**src/rtl/heap_op_sched.sv**
```systemverilog
// heap_op_sched: arbitrates the single heap input port between a buffered insert stream and queries,
// with a minimum issue gap and a query drain hold-off. Issue counters exist only with HEAP_SCHED_STATS_EN.
module heap_op_sched #(
  parameter int CNT_SIZE    = 20,
  parameter int ADDR_SIZE   = 28,
  parameter int TOTAL_LEVEL = 6,
  parameter int FIFO_DEPTH  = 8,
  parameter int ISSUE_GAP   = 2,
  parameter int STARVE_MAX  = 4
) (
  input  logic                 clk,
  input  logic                 rst,
  input  logic                 ins_valid,
  output logic                 ins_ready,
  input  logic [CNT_SIZE-1:0]  ins_cnt,
  input  logic [ADDR_SIZE-1:0] ins_addr,
  input  logic                 qry_valid,
  output logic                 qry_ready,
  output logic                 qry_done,
  output logic                 heap_valid,
  output logic [CNT_SIZE-1:0]  heap_cnt,
  output logic [ADDR_SIZE-1:0] heap_addr,
  output logic                 heap_query,
  output logic                 busy,
  output logic [31:0]          ins_issued,
  output logic [31:0]          qry_issued
);
  localparam int PW = $clog2(FIFO_DEPTH);
  localparam int TW = $clog2(TOTAL_LEVEL + ISSUE_GAP + 2);
  localparam int SW = $clog2(STARVE_MAX + 1);
  localparam int EW = CNT_SIZE + ADDR_SIZE;
  localparam logic [TW-1:0] GAP_LAST   = TW'(ISSUE_GAP - 2);
  localparam logic [TW-1:0] DRAIN_LAST = TW'(TOTAL_LEVEL + 1);
  localparam logic [SW-1:0] STARVE_TOP = SW'(STARVE_MAX);

  typedef enum logic [1:0] {IDLE, GAP, QDRAIN} state_t;

  state_t        state, state_nxt;
  logic [TW-1:0] tmr, tmr_nxt;
  logic [SW-1:0] starve_cnt, starve_nxt;

  logic [EW-1:0] mem [FIFO_DEPTH];
  logic [EW-1:0] head;
  logic [PW:0]   wr_ptr, rd_ptr;
  logic          empty, full, push, pop;
  logic          ins_win, grant_ins, grant_bypass, grant_qry;

  assign empty = (wr_ptr == rd_ptr);
  assign full  = (wr_ptr[PW] != rd_ptr[PW]) && (wr_ptr[PW-1:0] == rd_ptr[PW-1:0]);
  assign head  = mem[rd_ptr[PW-1:0]];

  // An insert arriving at an idle, empty scheduler bypasses the FIFO to keep single-cycle latency.
  assign push = ins_valid && !full && !grant_bypass;
  assign pop  = grant_ins;

  assign ins_ready = !full;
  assign qry_ready = grant_qry && !rst;
  assign qry_done  = (state == QDRAIN) && (tmr == DRAIN_LAST) && !rst;
  assign busy      = (state != IDLE) || !empty;

  always_comb begin
    state_nxt    = state;
    tmr_nxt      = tmr;
    starve_nxt   = starve_cnt;
    grant_ins    = 1'b0;
    grant_bypass = 1'b0;
    grant_qry    = 1'b0;
    ins_win      = !empty && (!qry_valid || (starve_cnt == STARVE_TOP));
    unique case (state)
      IDLE: begin
        tmr_nxt = '0;
        if (ins_win)        grant_ins    = 1'b1;
        else if (qry_valid) grant_qry    = 1'b1;
        else if (ins_valid) grant_bypass = 1'b1;
        if (grant_ins || grant_bypass) begin
          starve_nxt = '0;
          if (ISSUE_GAP > 1) state_nxt = GAP;
        end else if (grant_qry) begin
          state_nxt = QDRAIN;
          if (!empty && (starve_cnt != STARVE_TOP)) starve_nxt = starve_cnt + SW'(1);
        end
      end
      GAP: begin
        if (tmr == GAP_LAST) state_nxt = IDLE;
        else                 tmr_nxt   = tmr + TW'(1);
      end
      QDRAIN: begin
        if (tmr == DRAIN_LAST) state_nxt = IDLE;
        else                   tmr_nxt   = tmr + TW'(1);
      end
      default: state_nxt = IDLE;
    endcase
  end

  always_ff @(posedge clk) begin
    if (push && !rst) mem[wr_ptr[PW-1:0]] <= {ins_cnt, ins_addr};
  end

  always_ff @(posedge clk) begin
    if (rst) begin
      state      <= IDLE;
      tmr        <= '0;
      starve_cnt <= '0;
      wr_ptr     <= '0;
      rd_ptr     <= '0;
      heap_valid <= 1'b0;
      heap_query <= 1'b0;
      heap_cnt   <= '0;
      heap_addr  <= '0;
    end else begin
      state      <= state_nxt;
      tmr        <= tmr_nxt;
      starve_cnt <= starve_nxt;
      if (push) wr_ptr <= wr_ptr + 1'b1;
      if (pop)  rd_ptr <= rd_ptr + 1'b1;
      heap_valid <= grant_ins || grant_bypass || grant_qry;
      heap_query <= grant_qry;
      // Query ops and idle cycles drive zero payload.
      if (grant_ins) begin
        heap_cnt  <= head[EW-1:ADDR_SIZE];
        heap_addr <= head[ADDR_SIZE-1:0];
      end else if (grant_bypass) begin
        heap_cnt  <= ins_cnt;
        heap_addr <= ins_addr;
      end else begin
        heap_cnt  <= '0;
        heap_addr <= '0;
      end
    end
  end

`ifdef HEAP_SCHED_STATS_EN
  logic [31:0] ins_stat, qry_stat;

  always_ff @(posedge clk) begin
    if (rst) begin
      ins_stat <= '0;
      qry_stat <= '0;
    end else begin
      if (grant_ins || grant_bypass) ins_stat <= ins_stat + 32'd1;
      if (grant_qry)                 qry_stat <= qry_stat + 32'd1;
    end
  end

  assign ins_issued = ins_stat;
  assign qry_issued = qry_stat;
`else
  assign ins_issued = '0;
  assign qry_issued = '0;
`endif

endmodule

```
**config.mk**
```make
export PLATFORM = sky130hd
export DESIGN_NAME = heap_op_sched
export DESIGN_NICKNAME = d
export VERILOG_FILES = /design/src/rtl/heap_op_sched.sv
export SDC_FILE = /design/constraint.sdc
export NUM_CORES = 1
export LEC_CHECK = 0
export ABC_AREA = 1
export BUFFER_PORTS_ARGS = -buffer_cell sky130_fd_sc_hd__buf_4
export CAP_MARGIN = 40
export CELL_PAD_IN_SITES_DETAIL_PLACEMENT = 0
export CELL_PAD_IN_SITES_GLOBAL_PLACEMENT = 1
export CORE_MARGIN = 2
export CORE_UTILIZATION = 48
export CTS_BUF_LIST = sky130_fd_sc_hd__clkbuf_16
export CTS_CLUSTER_DIAMETER = 100
export DETAILED_ROUTE_END_ITERATION = 6
export GPL_TIMING_DRIVEN = 1
export PLACE_DENSITY = 0.81
export REMOVE_ABC_BUFFERS = 1
export SLEW_MARGIN = 20
export SYNTH_ARGS = -nofsm -noshare
export SYNTH_HDL_FRONTEND = slang
export SYNTH_SLANG_ARGS = --single-unit
```
**constraint.sdc**
```tcl
create_clock -name clk -period 7.8 [get_ports clk]
set_input_delay 1.95 -clock clk [delete_from_list [all_inputs] [get_ports clk]]
set_output_delay 1.95 -clock clk [all_outputs]
set_load 0.005 [all_outputs]
```
# Word level (Yosys, flattened, before mapping)
# Memory sizes are Yosys's and may differ from the RTL's. A register that Yosys moved wholly into a read port is not among the register bits.
# Cells that the tools add are included.
# W data, S select, Z words.
[totals]
mem_bits_rw = 384
input_bits = 52
n_memories = 1
output_inout_bits = 118
reg_bits = 67
[mem_list]
columns = ["memory", "words", "word_bits", "read_ports", "rd_clocked_by_memory_dff", "write_ports", "line", "text"]
rows = [
  ["mem", 8, 48, 1, 1, 1, "42", "logic [EW-1:0] mem [FIFO_DEPTH];"],
]
[op_classes]
muxes = 31
reduce_logical = 28
n_addsub = 4
eq_ne = 13
[op_table]
columns = ["cell", "count"]
rows = [
  ["$mux W28", 2],
  ["$mux W20", 2],
  ["$mux W3", 5],
  ["$mux W1", 14],
  ["$add A4 B1 Y4 const B", 3],
  ["$pmux W4 S3", 1],
  ["$logic_and A1 B1 Y1", 9],
  ["$reduce_and A3 Y1", 3],
  ["$mux W2", 4],
  ["$mux W4", 2],
  ["$ne A2 B2 Y1 const B", 3],
  ["$ne A3 B3 Y1 const B", 2],
  ["$pmux W2 S3", 1],
  ["$reduce_bool A2 Y1", 3],
  ["$logic_not A1 Y1", 5],
  ["$logic_or A1 B1 Y1", 5],
  ["$eq A4 B3 Y1 const B", 1],
  ["$eq A4 B4 Y1", 1],
  ["$logic_not A4 Y1", 1],
  ["$add A3 B1 Y3 const B", 1],
  ["$eq A3 B3 Y1", 1],
  ["$eq A3 B3 Y1 const B", 1],
  ["$reduce_bool A3 Y1", 1],
  ["$eq A2 B1 Y1 const B", 1],
  ["other kinds (4)", 4],
]

# Logic depth before layout (Yosys ltp)
[logic_depth]
word_depth = 11
ltp_mapped = 12
mapped_depth_nobuf = 12

# Worst setup path before layout
# No wires, ideal clock.
[synth_timing]
kind = "in2reg"
from = "input qry_valid"
to = "memory mem[7][0] (netlist bit), enable pin"
setup_time_ns = 0.513
path_stages = 6
path_slack_ns = 1.635
arrival_ns = 5.652
path_cell_list = "inv_1 -> nand2_1 -> inv_1 -> nand3_1 -> nand2_1 -> nor3_1"
[synth_via]
elab_chain_len = 11
[synth_lines]
columns = ["item", "line", "text"]
rows = [
  ["from (decl)", "17", "input logic qry_valid,"],
  ["$logic_not A1 Y1", "68", "ins_win = !empty && (!qry_valid || (starve_cnt == STARVE_TOP));"],
  ["$logic_or A1 B1 Y1", "68", ""],
  ["$logic_and A1 B1 Y1", "68", ""],
  ["$mux W1 *", "72", "if (ins_win) grant_ins = 1'b1;"],
  ["$mux W1 * (2 in a row)", "69", "unique case (state)"],
  ["$logic_not A1 Y1 *", "53", "assign push = ins_valid && !full && !grant_bypass;"],
  ["$logic_and A1 B1 Y1 *", "53", ""],
  ["$logic_and A1 B1 Y1 *", "96", "if (push && !rst) mem[wr_ptr[PW-1:0]] <= {ins_cnt, ins_addr};"],
  ["$mux W1 *", "96", ""],
  ["$mux W1 (not written as such) *", "96", ""],
  ["to (decl)", "42", ""],
]
# Mark *: on every way between the ends. The rest lies on a longest branch, timed or not. The select of a mux whose other input is x is not followed.

# Worst setup path in the final report
[layout_timing]
from = "input qry_valid"
to = "output qry_ready"
[layout_via]
elab_chain_len = 7
[layout_lines]
columns = ["item", "line", "text"]
rows = [
  ["$logic_not A1 Y1", "68", ""],
  ["$logic_or A1 B1 Y1", "68", ""],
  ["$logic_and A1 B1 Y1", "68", ""],
  ["$mux W1 *", "72", ""],
  ["$mux W1 * (2 in a row)", "69", ""],
  ["$logic_and A1 B1 Y1 *", "57", "assign qry_ready = grant_qry && !rst;"],
  ["to (decl)", "18", "output logic qry_ready,"],
]
# Marked as above.

==> impl_metrics.json <==
{
  "placement.cell_area_um2": 19300,
  "synth_area_um2": 18300,
  "crit_path_start_kind": "input pin",
  "worst_slew_pin_slew_ns": 0.809,
  "drtPass1Iterations": 6,
  "route.detailed.drc": 0,
  "antenna_found_initial": 1,
  "row_count": 71,
  "cts.sinks": 454,
  "die_h_um": 199,
  "initial_core_util_pct": 48.7,
  "cts_max_level": 2,
  "die_area_um2": 39800,
  "ant_nets": 0,
  "slew_viol_final": 0,
  "grt_pass1_wl_um": 61000,
  "gp_congestion": 0.807,
  "cts_hold_buf": 0,
  "crit_required_ns": 5.85,
  "drt-wirelength-per-cell_um": 17.9,
  "power_mw": 6.32,
  "max_freq_mhz": 206,
  "power_leakage_nw": 7.56,
  "critPathMaxFanout": 4,
  "clockBufferDepth": 3,
  "irDropWorstVdd_mv": 0.167,
  "clk_pin_slew_ns": 0.06,
  "fillers": 3095,
  "grt-ovfl-total": 0,
  "fin_skew_ns": 0.0219,
  "cts_resized": 0,
  "antennaDiodeCount": 0,
  "fin_crit_ns": 4.85,
  "coreArea_um2": 37700,
  "drv_cap": 0,
  "power_density_nw_per_um2": 305,
  "drtIter0Drc": 1070,
  "cts_made_buffers": 46,
  "critical_path_class": "input pin to output port",
  "io_pins": 170,
  "cts_root_buffer": "clkbuf_16",
  "drt-total-wl_um": 39200,
  "arrival_ns": 2.90,
  "die_w_um": 199,
  "synthFlopType": "edfxtp_1",
  "fin_area_um2": 20700,
  "grt_start_max_net_pins": 88,
  "instances_no_fill": 2185,
  "seq_area_um2": 12900,
  "relSlewSlack_pct": 45.9,
  "nNetsFinal": 1699,
  "seq_area_frac_synth_pct": 70.5,
  "setup_viol": 0,
  "setup-tns-final_ns": 0,
  "cts_setup_buffers": 0,
  "clkLatencyLatePin_ns": 0.56,
  "vias": 11605,
  "period_share_pct": 62.2,
  "synthArstFlopShare_pct": 0,
  "synth_edf_count": 384,
  "numPlacedInstances": 2097,
  "status": "finished clean",
  "ys_ff_latch": 454,
  "yosys_warnings": 0,
  "syn2layout_area_growth_pct": 13.1,
  "grt_setup_unrepaired": "no",
  "final_hold_viol_count": 0,
  "preCtsSetupSlack_ns": 2.96,
  "multiInputGateArea_um2": 4610,
  "portBuffers": 105,
  "syn_inst": 1555,
  "track_usage_pct": 19.8,
  "grt_pass1_vias": 11300,
  "syn_avg_cell_area_um2": 11.8,
  "ys_types": 32,
  "dp_hpwl_um": 20900,
  "hp-class": "flip-flop to flip-flop",
  "cts_tree": "done",
  "end_kind": "output port",
  "layout-drive-gt1-share_pct": 14.4,
  "fin_ws_ns": 2.95,
  "vias_per_cell": 5.31
}
## layout make-up
class | instances | area share (%)
Sequential cell | 454 | 62.4
Clock buffer | 46 | 5.55
Multi-Input combinational cell | 977 | 22.3
Timing Repair Buffer | 126 | 5.13
Inverter | 32 | 0.603
Tap cell | 511 | 3.08
Clock inverter | 39 | 0.983
## kinds of logic after synthesis
family                     synth area share [%]
adders and majority gates                 0.682
and+or+nand+nor                            11.6
other                                    0.0205
AOI/OAI and AO/OA                          11.1
DFF                                        70.5
xor gates and xnor gates                  0.239
buffers and inverters                      5.91
## registers in the layout, summed over array words and instances (netlist names), named ones only
register / count
heap_valid: 1
state: 2
tmr: 4
wr_ptr: 4
heap_addr: 28
starve_cnt: 3
rd_ptr: 4
heap_query: 1
mem: 384
heap_cnt: 20
## cells in the mapped netlist (2+ instances only)
cell type  count  share of area [%]
clkbuf_1      31               0.63
nand3_1       14               0.38
buf_2         47                1.3
o21ai_1       42                1.1
ha_1          10               0.68
inv_1         24               0.49
nand4_1        4               0.14
buf_1          3              0.061
buf_4         70                2.9
inv_2          8               0.16
nor2_1       216                4.4
o22ai_1       94                3.2
a21oi_2       30                1.4
edfxtp_1     384                 63
dfxtp_1       70                7.6
o21ai_0      159                4.3
nand2_1      289                5.9
a21oi_1       33               0.90
buf_12         3               0.33
nor3_1         5               0.14
nand3_2        3               0.16
nor2_2         2              0.068
xor2_1         4               0.19
nand2_2        2              0.068
## metrics by stage
step | utilization (%) | hold WS, ns
finish | 55.1 | 0.505
global placement | 51.0 | 0.484
CTS | 54.9 | 0.507
global route | 55.1 | 0.532
detailed placement | 51.3 | 0.500
floorplan | - | 0.463
## final timing paths
path	start	to	slack [ns]	cells past startpoint
min reg2reg	tmr[1]	tmr[1]	0.51	2
max	qry_valid	qry_ready	2.95	8
min	tmr[1]	tmr[1]	0.51	2
max reg2reg	state[0]	mem[6][10]	4.64	8
## per-layer routing
metal  vias up  wire length [um]  GRT usage (%)  part of all wire [%]
li1       5529                 -              -                     -
met5         -                16              0                 0.041
met4         2               859           6.31                   2.2
met3        66              2270           2.87                   5.8
met1      5627             17400           27.1                    44
met2       381             18700           32.9                    48
## cell usage in the layout (no fill, tap or decap), drive strengths merged
| master | n |
|---|---|
| a211oi | 1 |
| nor3 | 5 |
| o21ai | 201 |
| buf | 126 |
| a21oi | 63 |
| dfxtp | 70 |
| o22ai | 94 |
| nand2 | 292 |
| clkinv | 20 |
| nand4 | 4 |
| conb | 64 |
| clkinvlp | 1 |
| nor2 | 219 |
| nand3b | 1 |
| ha | 10 |
| bufinv | 1 |
| clkbuf | 46 |
| inv | 49 |
| edfxtp | 384 |
| xnor2 | 1 |
| nand3 | 18 |
| xor2 | 4 |
## where the power goes
part / internal [mW] / switching [mW] / leakage [nW]
registers: 2.75 / 0.0867 / 4.04
logic: 0.500 / 1.01 / 2.81
clock network: 1.10 / 0.871 / 0.716
## worst max-delay path, cell delays in order
cell,delay [ns]
buf_4,0.09
inv_1,0.06
nor2_1,0.21
inv_1,0.14
nand2_1,0.11
nand3_1,0.11
nor2_1,0.12
buf_4,0.11
(Power assumes the default switching activity.)
